==> config.mk <==
export PLATFORM = sky130hd
export DESIGN_NAME = dmem_access_unit
export DESIGN_NICKNAME = d
export VERILOG_FILES = /design/src/rtl/dmem_access_unit.sv
export SDC_FILE = /design/constraint.sdc
export NUM_CORES = 1
export LEC_CHECK = 0
export ABC_AREA = 1
export BUFFER_PORTS_ARGS = -buffer_cell sky130_fd_sc_hd__buf_4
export CAP_MARGIN = 40
export CORE_MARGIN = 5
export CORE_UTILIZATION = 23
export CTS_BUF_LIST = sky130_fd_sc_hd__clkbuf_2
export CTS_CLUSTER_DIAMETER = 50
export DETAILED_ROUTE_END_ITERATION = 16
export PLACE_DENSITY = 0.53
export SYNTH_ARGS = -nofsm -noshare
export SYNTH_HDL_FRONTEND = slang
export SYNTH_SLANG_ARGS = --single-unit
==> constraint.sdc <==
create_clock -name clk -period 5.25 [get_ports clk]
set_clock_uncertainty 0.05 [all_clocks]
set_input_delay 1.05 -clock clk [delete_from_list [all_inputs] [get_ports clk]]
set_output_delay 1.05 -clock clk [all_outputs]
set_load 0.01 [all_outputs]
==> src/rtl/dmem_access_unit.sv <==
// Memory-stage access unit: turns a load/store in the DMEM stage into one valid/ready bus
// transaction, stalls the pipeline until the response arrives, and returns the extended load value.
`timescale 1ns/1ps

module dmem_access_unit #(
    parameter int XLEN           = 64,
    parameter int TIMEOUT_CYCLES = 0
) (
    input  logic            clk,
    input  logic            rst,
    input  logic            memr_to_dmem,
    input  logic            memw_to_dmem,
    input  logic [2:0]      funct3_to_dmem,
    input  logic [XLEN-1:0] alu_result_to_dmem,
    input  logic [XLEN-1:0] rs2val_to_dmem,
    output logic            stall,
    output logic [XLEN-1:0] dmem_result,
    output logic            misalign,
    output logic            bus_err,
    output logic            dbus_req_valid,
    input  logic            dbus_req_ready,
    output logic [XLEN-1:0] dbus_req_addr,
    output logic            dbus_req_we,
    output logic [XLEN-1:0] dbus_req_wdata,
    output logic [7:0]      dbus_req_wstrb,
    input  logic            dbus_resp_valid,
    input  logic [XLEN-1:0] dbus_resp_rdata
);

    localparam logic [1:0] ST_IDLE = 2'd0;
    localparam logic [1:0] ST_REQ  = 2'd1;
    localparam logic [1:0] ST_RESP = 2'd2;

    localparam logic [31:0] TMO_LAST = (TIMEOUT_CYCLES > 0) ? 32'(TIMEOUT_CYCLES - 1) : 32'd0;

    logic [1:0]      state_q, state_d;
    logic [XLEN-1:0] req_addr_q;
    logic [XLEN-1:0] req_wdata_q;
    logic            req_we_q;
    logic [7:0]      req_wstrb_q;
    logic [2:0]      funct3_q;
    logic [31:0]     tmo_cnt_q;

    logic            mem_op;
    logic            is_store;
    logic            aligned;
    logic            start;
    logic            timeout_hit;
    logic [2:0]      offset;
    logic [7:0]      size_mask;
    logic [XLEN-1:0] load_value;

    // Byte lanes are selected from the bus word, then narrowed and extended per funct3.
    function automatic logic [XLEN-1:0] load_extend(input logic [XLEN-1:0] rdata,
                                                    input logic [2:0]      off,
                                                    input logic [2:0]      f3);
        logic [XLEN-1:0] sh;
        sh = rdata >> {off, 3'b000};
        case (f3)
            3'b000:  load_extend = {{(XLEN-8){sh[7]}}, sh[7:0]};
            3'b001:  load_extend = {{(XLEN-16){sh[15]}}, sh[15:0]};
            3'b010:  load_extend = {{(XLEN-32){sh[31]}}, sh[31:0]};
            3'b100:  load_extend = {{(XLEN-8){1'b0}}, sh[7:0]};
            3'b101:  load_extend = {{(XLEN-16){1'b0}}, sh[15:0]};
            3'b110:  load_extend = {{(XLEN-32){1'b0}}, sh[31:0]};
            default: load_extend = sh;
        endcase
    endfunction

    assign mem_op     = memr_to_dmem | memw_to_dmem;
    assign is_store   = memw_to_dmem & ~memr_to_dmem;
    assign offset     = alu_result_to_dmem[2:0];
    assign start      = mem_op & aligned;
    assign load_value = load_extend(dbus_resp_rdata, req_addr_q[2:0], funct3_q);

    assign timeout_hit = (TIMEOUT_CYCLES > 0) && (state_q == ST_RESP) && !dbus_resp_valid &&
                         (tmo_cnt_q == TMO_LAST);

    // NOTE: every signal written in an always_comb gets a default first, so no path can infer a latch.
    always_comb begin
        size_mask = 8'h01;
        aligned   = 1'b1;
        case (funct3_to_dmem[1:0])
            2'b01: begin size_mask = 8'h03; aligned = (offset[0] == 1'b0);   end
            2'b10: begin size_mask = 8'h0F; aligned = (offset[1:0] == 2'b00); end
            2'b11: begin size_mask = 8'hFF; aligned = (offset == 3'b000);     end
            default: begin size_mask = 8'h01; aligned = 1'b1; end
        endcase
    end

    always_comb begin
        state_d     = state_q;
        stall       = 1'b0;
        misalign    = 1'b0;
        bus_err     = 1'b0;
        dmem_result = '0;
        case (state_q)
            ST_IDLE: begin
                if (start) begin
                    stall   = 1'b1;
                    state_d = ST_REQ;
                end else if (mem_op) begin
                    misalign = 1'b1;
                end else begin
                    dmem_result = alu_result_to_dmem;
                end
            end
            ST_REQ: begin
                stall = 1'b1;
                if (dbus_req_ready) state_d = ST_RESP;
            end
            ST_RESP: begin
                if (dbus_resp_valid) begin
                    dmem_result = req_we_q ? alu_result_to_dmem : load_value;
                    state_d     = ST_IDLE;
                end else if (timeout_hit) begin
                    bus_err = 1'b1;
                    state_d = ST_IDLE;
                end else begin
                    stall = 1'b1;
                end
            end
            default: state_d = ST_IDLE;
        endcase
    end

    // NOTE: sequential state uses non-blocking assignments so every register samples pre-edge values.
    always_ff @(posedge clk) begin
        if (rst) begin
            state_q     <= ST_IDLE;
            req_addr_q  <= '0;
            req_wdata_q <= '0;
            req_we_q    <= 1'b0;
            req_wstrb_q <= 8'h00;
            funct3_q    <= 3'b000;
            tmo_cnt_q   <= 32'd0;
        end else begin
            state_q <= state_d;
            if (state_q == ST_IDLE && start) begin
                req_addr_q  <= alu_result_to_dmem;
                req_we_q    <= is_store;
                req_wdata_q <= is_store ? (rs2val_to_dmem << {offset, 3'b000}) : '0;
                req_wstrb_q <= is_store ? (size_mask << offset) : 8'h00;
                funct3_q    <= funct3_to_dmem;
            end
            // Cleared while the request is pending so the count starts at zero on RESP entry.
            if (state_q == ST_REQ) begin
                tmo_cnt_q <= 32'd0;
            end else if (state_q == ST_RESP && TIMEOUT_CYCLES > 0) begin
                tmo_cnt_q <= tmo_cnt_q + 32'd1;
            end
        end
    end

    assign dbus_req_valid = (state_q == ST_REQ);
    assign dbus_req_addr  = {req_addr_q[XLEN-1:3], 3'b000};
    assign dbus_req_we    = req_we_q;
    assign dbus_req_wdata = req_wdata_q;
    assign dbus_req_wstrb = req_wstrb_q;

endmodule

* Word level (Yosys, flattened, before mapping)
Index checks and enable logic that the tools add are counted.
** Cells by class
- Add/sub/neg operators :: 0
- Multiply operators :: 0
- Div/mod/pow operators :: 0
- $lt $le $gt $ge :: 0
- Equality and inequality tests :: 13
- Shift operators :: 3
- Multiplexer cells :: 20
- Bitwise logic cells :: 5
- Reductions and logical operators :: 6
** Operators with widths (number)
- 64-bit one-hot mux with 6 select lines :: 1
- 64-bit two-way mux :: 5
- 64-bit one-hot mux with 2 select lines :: 1
- 64-bit by 6-bit left shift with 64-bit output :: 1
- 64-bit by 6-bit >> shifter with 64-bit output :: 1
- 8-bit one-hot mux with 3 select lines :: 1
- 3-bit == test (second input constant) :: 3
- 8-bit two-way mux :: 1
- 8-bit by 3-bit left shift with 8-bit output :: 1
- 2-bit == test (second input constant) :: 3
- 3-bit zero test :: 2
- 2-bit two-way mux :: 3
- 1-bit one-hot mux with 3 select lines :: 2
- 2-bit one-hot mux with 3 select lines :: 1
- 1-bit two-way mux :: 5
- 2-bit by 1-bit == test with 1-bit output (second input constant) :: 2
- 2-bit zero test :: 2
- 2-bit != test (second input constant) :: 2
- 3-bit by 1-bit == test with 1-bit output (second input constant) :: 1
- 3-bit by 2-bit == test with 1-bit output (second input constant) :: 1
- 3-bit AND reduction :: 1
- 1-bit AND :: 2
- 2-bit by 1-bit != test with 1-bit output (second input constant) :: 1
- 1-bit NOT :: 2
- other kinds (2) :: 2
** Storage, ports and cells
- Bits in registers :: 142
- Bits in latches :: 0
- Bits in writable memories :: 0
- Bits in read-only memories :: 0
- Input port bits :: 201
- Output and inout port bits :: 205
- Word-level logic and storage cells :: 53
- Memories :: 0

* Depth between registers and ports, before layout
- Depth after elaboration :: 5
- Gate-level depth with buffers :: 13
- Mapped depth without buffers :: 9

* Worst setup path before layout
Ideal clock, no wire load.
- Path type :: input-to-output
- Start point :: input port alu_result_to_dmem[2]
- End point :: output port stall
- Arrival time :: 2110 ps
- Required time :: 4150 ps
- Path slack :: 2040 ps
- Stages :: 8
- Buffers on the path :: 2
- Cells stage by stage :: buf_2 > inv_1 > nand3_1 > nand3_2 > nand3_2 > inv_2 > buf_4 > or3_1
** Between the ends
- Word-level cells in the longest chain between the ends :: 5
** RTL lines
- start: declaration :: RTL line 14 : input logic [XLEN-1:0] alu_result_to_dmem,
- 3-bit zero test :: RTL line 86 : 2'b11: begin size_mask = 8'hFF; aligned = (offset == 3'b000); end
- 1-bit one-hot mux with 3 select lines :: RTL line 83 : case (funct3_to_dmem[1:0])
- 1-bit AND :: RTL line 73 : assign start = mem_op & aligned;
- 1-bit two-way mux :: RTL line 99 : if (start) begin
- 1-bit one-hot mux with 3 select lines :: RTL line 97 : case (state_q)
- end: declaration :: RTL line 16 : output logic stall,
Every way passes these cells.

* Final worst setup path
- Start point :: register req_addr_q[2]
- End point :: output port dmem_result[57]
** Between the ends
- Word-level cells in the longest chain between the ends :: 5
** RTL lines
- start: declaration :: RTL line 37 : logic [XLEN-1:0] req_addr_q;
- start signal: assignment :: RTL line 140 : req_addr_q <= alu_result_to_dmem;
- 64-bit by 6-bit >> shifter with 64-bit output :: RTL line 58 : sh = rdata >> {off, 3'b000};
- 64-bit one-hot mux with 6 select lines :: RTL line 59 : case (f3)
- 64-bit two-way mux :: RTL line 114 : dmem_result = req_we_q ? alu_result_to_dmem : load_value;
- 64-bit two-way mux :: RTL line 113 : if (dbus_resp_valid) begin
- 64-bit one-hot mux with 2 select lines :: RTL line 97
- end: declaration :: RTL line 17 : output logic [XLEN-1:0] dmem_result,
Every way passes these cells.

==> flow_metrics.tcl <==
set metrics [dict create \
    status "completed" \
    final_hold_viol_count 0 \
    io_buffers 401 \
    hold_slack_ns 0.2571 \
    cts_post_setup_buffers_inserted 0 \
    hold_class "in -> reg" \
    clock_latency_ns 0.94 \
    drive_gt1_share_pct 22.71 \
    htreeDepth 4 \
    grt.overflow.total 0 \
    coreArea_um2 46260 \
    ys_seq_area_share_pct 26.57 \
    via_per_inst 4.938 \
    syn_area_um2 10700 \
    gp_congestion 0.9420 \
    cts_buffers 17 \
    grt_usage_pct 21.21 \
    dp_hpwl_mm 43.43 \
    grt_max_degree 138 \
    crit_path_end_kind "output pin" \
    std_cell_rows 79 \
    clock.fmax_mhz 212.6 \
    num_io_pins 406 \
    tns_ns 0 \
    cts_buffer_depth 2 \
    p_comb_share_pct 39.1 \
    die_area_um2 50940 \
    cts-root-buf "clkbuf_2" \
    cts.sinks 142 \
    initial_core_util_pct 23.13 \
    cts-resized-gates 0 \
    syn_area_per_cell_um2 5.677 \
    cp_max_fo 20 \
    drt_iter0_markers 1184 \
    pwr-share-clk_pct 22.0 \
    fin_nets 2319 \
    grt_pass1_vias 13120 \
    postCtsHoldBufs 0 \
    switching_share_pct 44.00 \
    arrival_ns 3.60 \
    routed-via-count 13560 \
    area_delta_synth_final_pct 28.69 \
    worstMarginPinSlew_ns 0.8167 \
    synth_top_area_share_pct 26.57 \
    cts_tree "built" \
    period_needed_ns 4.703 \
    die_x_um 225.7 \
    ir_worst_vdd_v 0.0001910 \
    drc_errors 0 \
    ys_ff_latch 142 \
    p_switching_w 0.001325 \
    pwr_density_cell_nw_per_um2 218.6 \
    fp.dieH_um 225.7 \
    cap_violations 0 \
    sequentialPowerShare_pct 38.9 \
    routed_wl_mm 56.57 \
    finalSetupViolations 0 \
    max-slew-margin-rel_pct 45.49 \
    grt_pass1_wl_mm 81.94 \
    rsz0062_at_grt "false" \
    final_util_pct 29.77 \
    antenna_left 0 \
    cell_internal_pwr_w 0.001686 \
    antenna_found_initial 7 \
    synth_area_leaders "dfxtp_1, nand2_1, nand3_1" \
    clk_pin_slew_ns 0.23 \
    first_pass_iters 6 \
    cp-start-kind "flop" \
    ys_types 35 \
    drv_slew 0 \
    crit_required_ns 4.15 \
    leakagePower_nw 6.742 \
    finalCritPeriodShare_pct 89.58 \
    netlist_instances 1885 \
    synth_top_cell_by_area "dfxtp_1" \
    yosysWarningCount 0 \
    r2r_setup_slack_ns 2.54 \
    wl_per_cell_um 20.60 \
    worstSetupPathType "reg -> out" \
]
[sequential cells by signal, indices dropped and copies added, names as in the netlist]
register / flops
state_q: 2
funct3_q: 3
dbus_req_wdata: 64
req_addr_q: 64
dbus_req_we: 1
dbus_req_wstrb: 8
[worst max-delay path, stage by stage (launching register included)]
cell and delay, ns:
dfxtp_1 0.88, inv_1 0.34, nand3_1 0.22, nand3_1 0.10, nand2_1 0.46, buf_4 0.31, o21ai_0 0.14, nand2_1 0.11
buf_4 0.13
[cells in the final DEF (no fill, tap or decap), drive strengths merged, types with 4 or more instances in the layout]
| cell type | count |
|---|---|
| a211oi | 5 |
| a21oi | 192 |
| buf | 425 |
| clkbuf | 17 |
| clkinv | 5 |
| conb | 4 |
| dfxtp | 142 |
| diode | 8 |
| inv | 58 |
| nand2 | 750 |
| nand3 | 232 |
| nand4 | 8 |
| nor2 | 132 |
| o21ai | 127 |
| o22ai | 6 |
| o31ai | 7 |
| or2 | 5 |
[Yosys cell counts (all sizes together)]
cell and n:
a31oi 1, dfxtp 142, nand3 232, a211oi 5, a22o 1, buf 152, inv 51, nor4 1
nor3 3, or2 5, clkbuf 62, nand4 8, o21ai 127, nor2 132, or3 1, o21a 1
o211ai 3, o22ai 6, a22oi 2, nand2 750, a21oi 192, o31ai 7, conb 1
[layout make-up]
class | count | area, um2
fill | 5338 | 32490
multi-input combinational | 1481 | 6462
timing repair buffer | 425 | 3273
sequential | 142 | 2845
tap | 607 | 759.5
inverter | 51 | 193.9
clock inverter | 15 | 131.4
clock buffer | 17 | 85.08
antenna | 8 | 20.02
[through the flow]
step	power, W	worst slack, ns	std cells	instance area [um2]
after floorplan	0.001889	2.040	1888	10710
after global placement	0.002348	1.106	2702	13450
after detailed placement	0.002367	1.027	2706	13530
after CTS	0.003058	0.4319	2738	13750
after global routing	0.003197	0.2153	2741	13760
final	0.003011	0.5470	2746	13770
[power groups by stage]
stage	Sequential, W	Combinational (W)	Clock [W]
6_report	0.00117	0.00118	0.000662
5_1_grt	0.00118	0.00129	0.000732
4_1_cts	0.00117	0.00118	0.000706
3_5_place_dp	0.00119	0.00118	0
3_3_place_gp	0.00119	0.00116	0
2_1_floorplan	0.00118	0.000713	0
[per-layer routing]
layer  routed length [um]  global-route usage, %  part of all wire, %  vias to the layer above
li1                     -                      -                    -                     6544
met1                23050                  25.38                   41                     6375
met2                26680                  35.36                   47                      547
met3                 4650                  6.083                  8.2                       91
met4                 2166                  9.547                  3.8                        2
met5                   20                      0                0.035                        -
[worst paths after layout]
path                        from                  to  cells after the start
setup / recovery   req_addr_q[2]     dmem_result[57]                      8
hold / removal               rst      req_addr_q[62]                      2
setup reg to reg      state_q[1]  dbus_req_wdata[21]                      7
hold reg to reg   req_addr_q[45]      req_addr_q[45]                      2
[logic make-up (layout without fill, tap and decap cells)]
family,after synthesis,after routing,synth area share [%]
AND/OR/NAND/NOR,1132,1132,43.44
AO/OA/AOI/OAI,345,345,16.67
buffers and inverters,265,508,13.28
flip-flops,142,142,26.57
other,1,12,0.03505
Power figures use the tool's default switching activity.
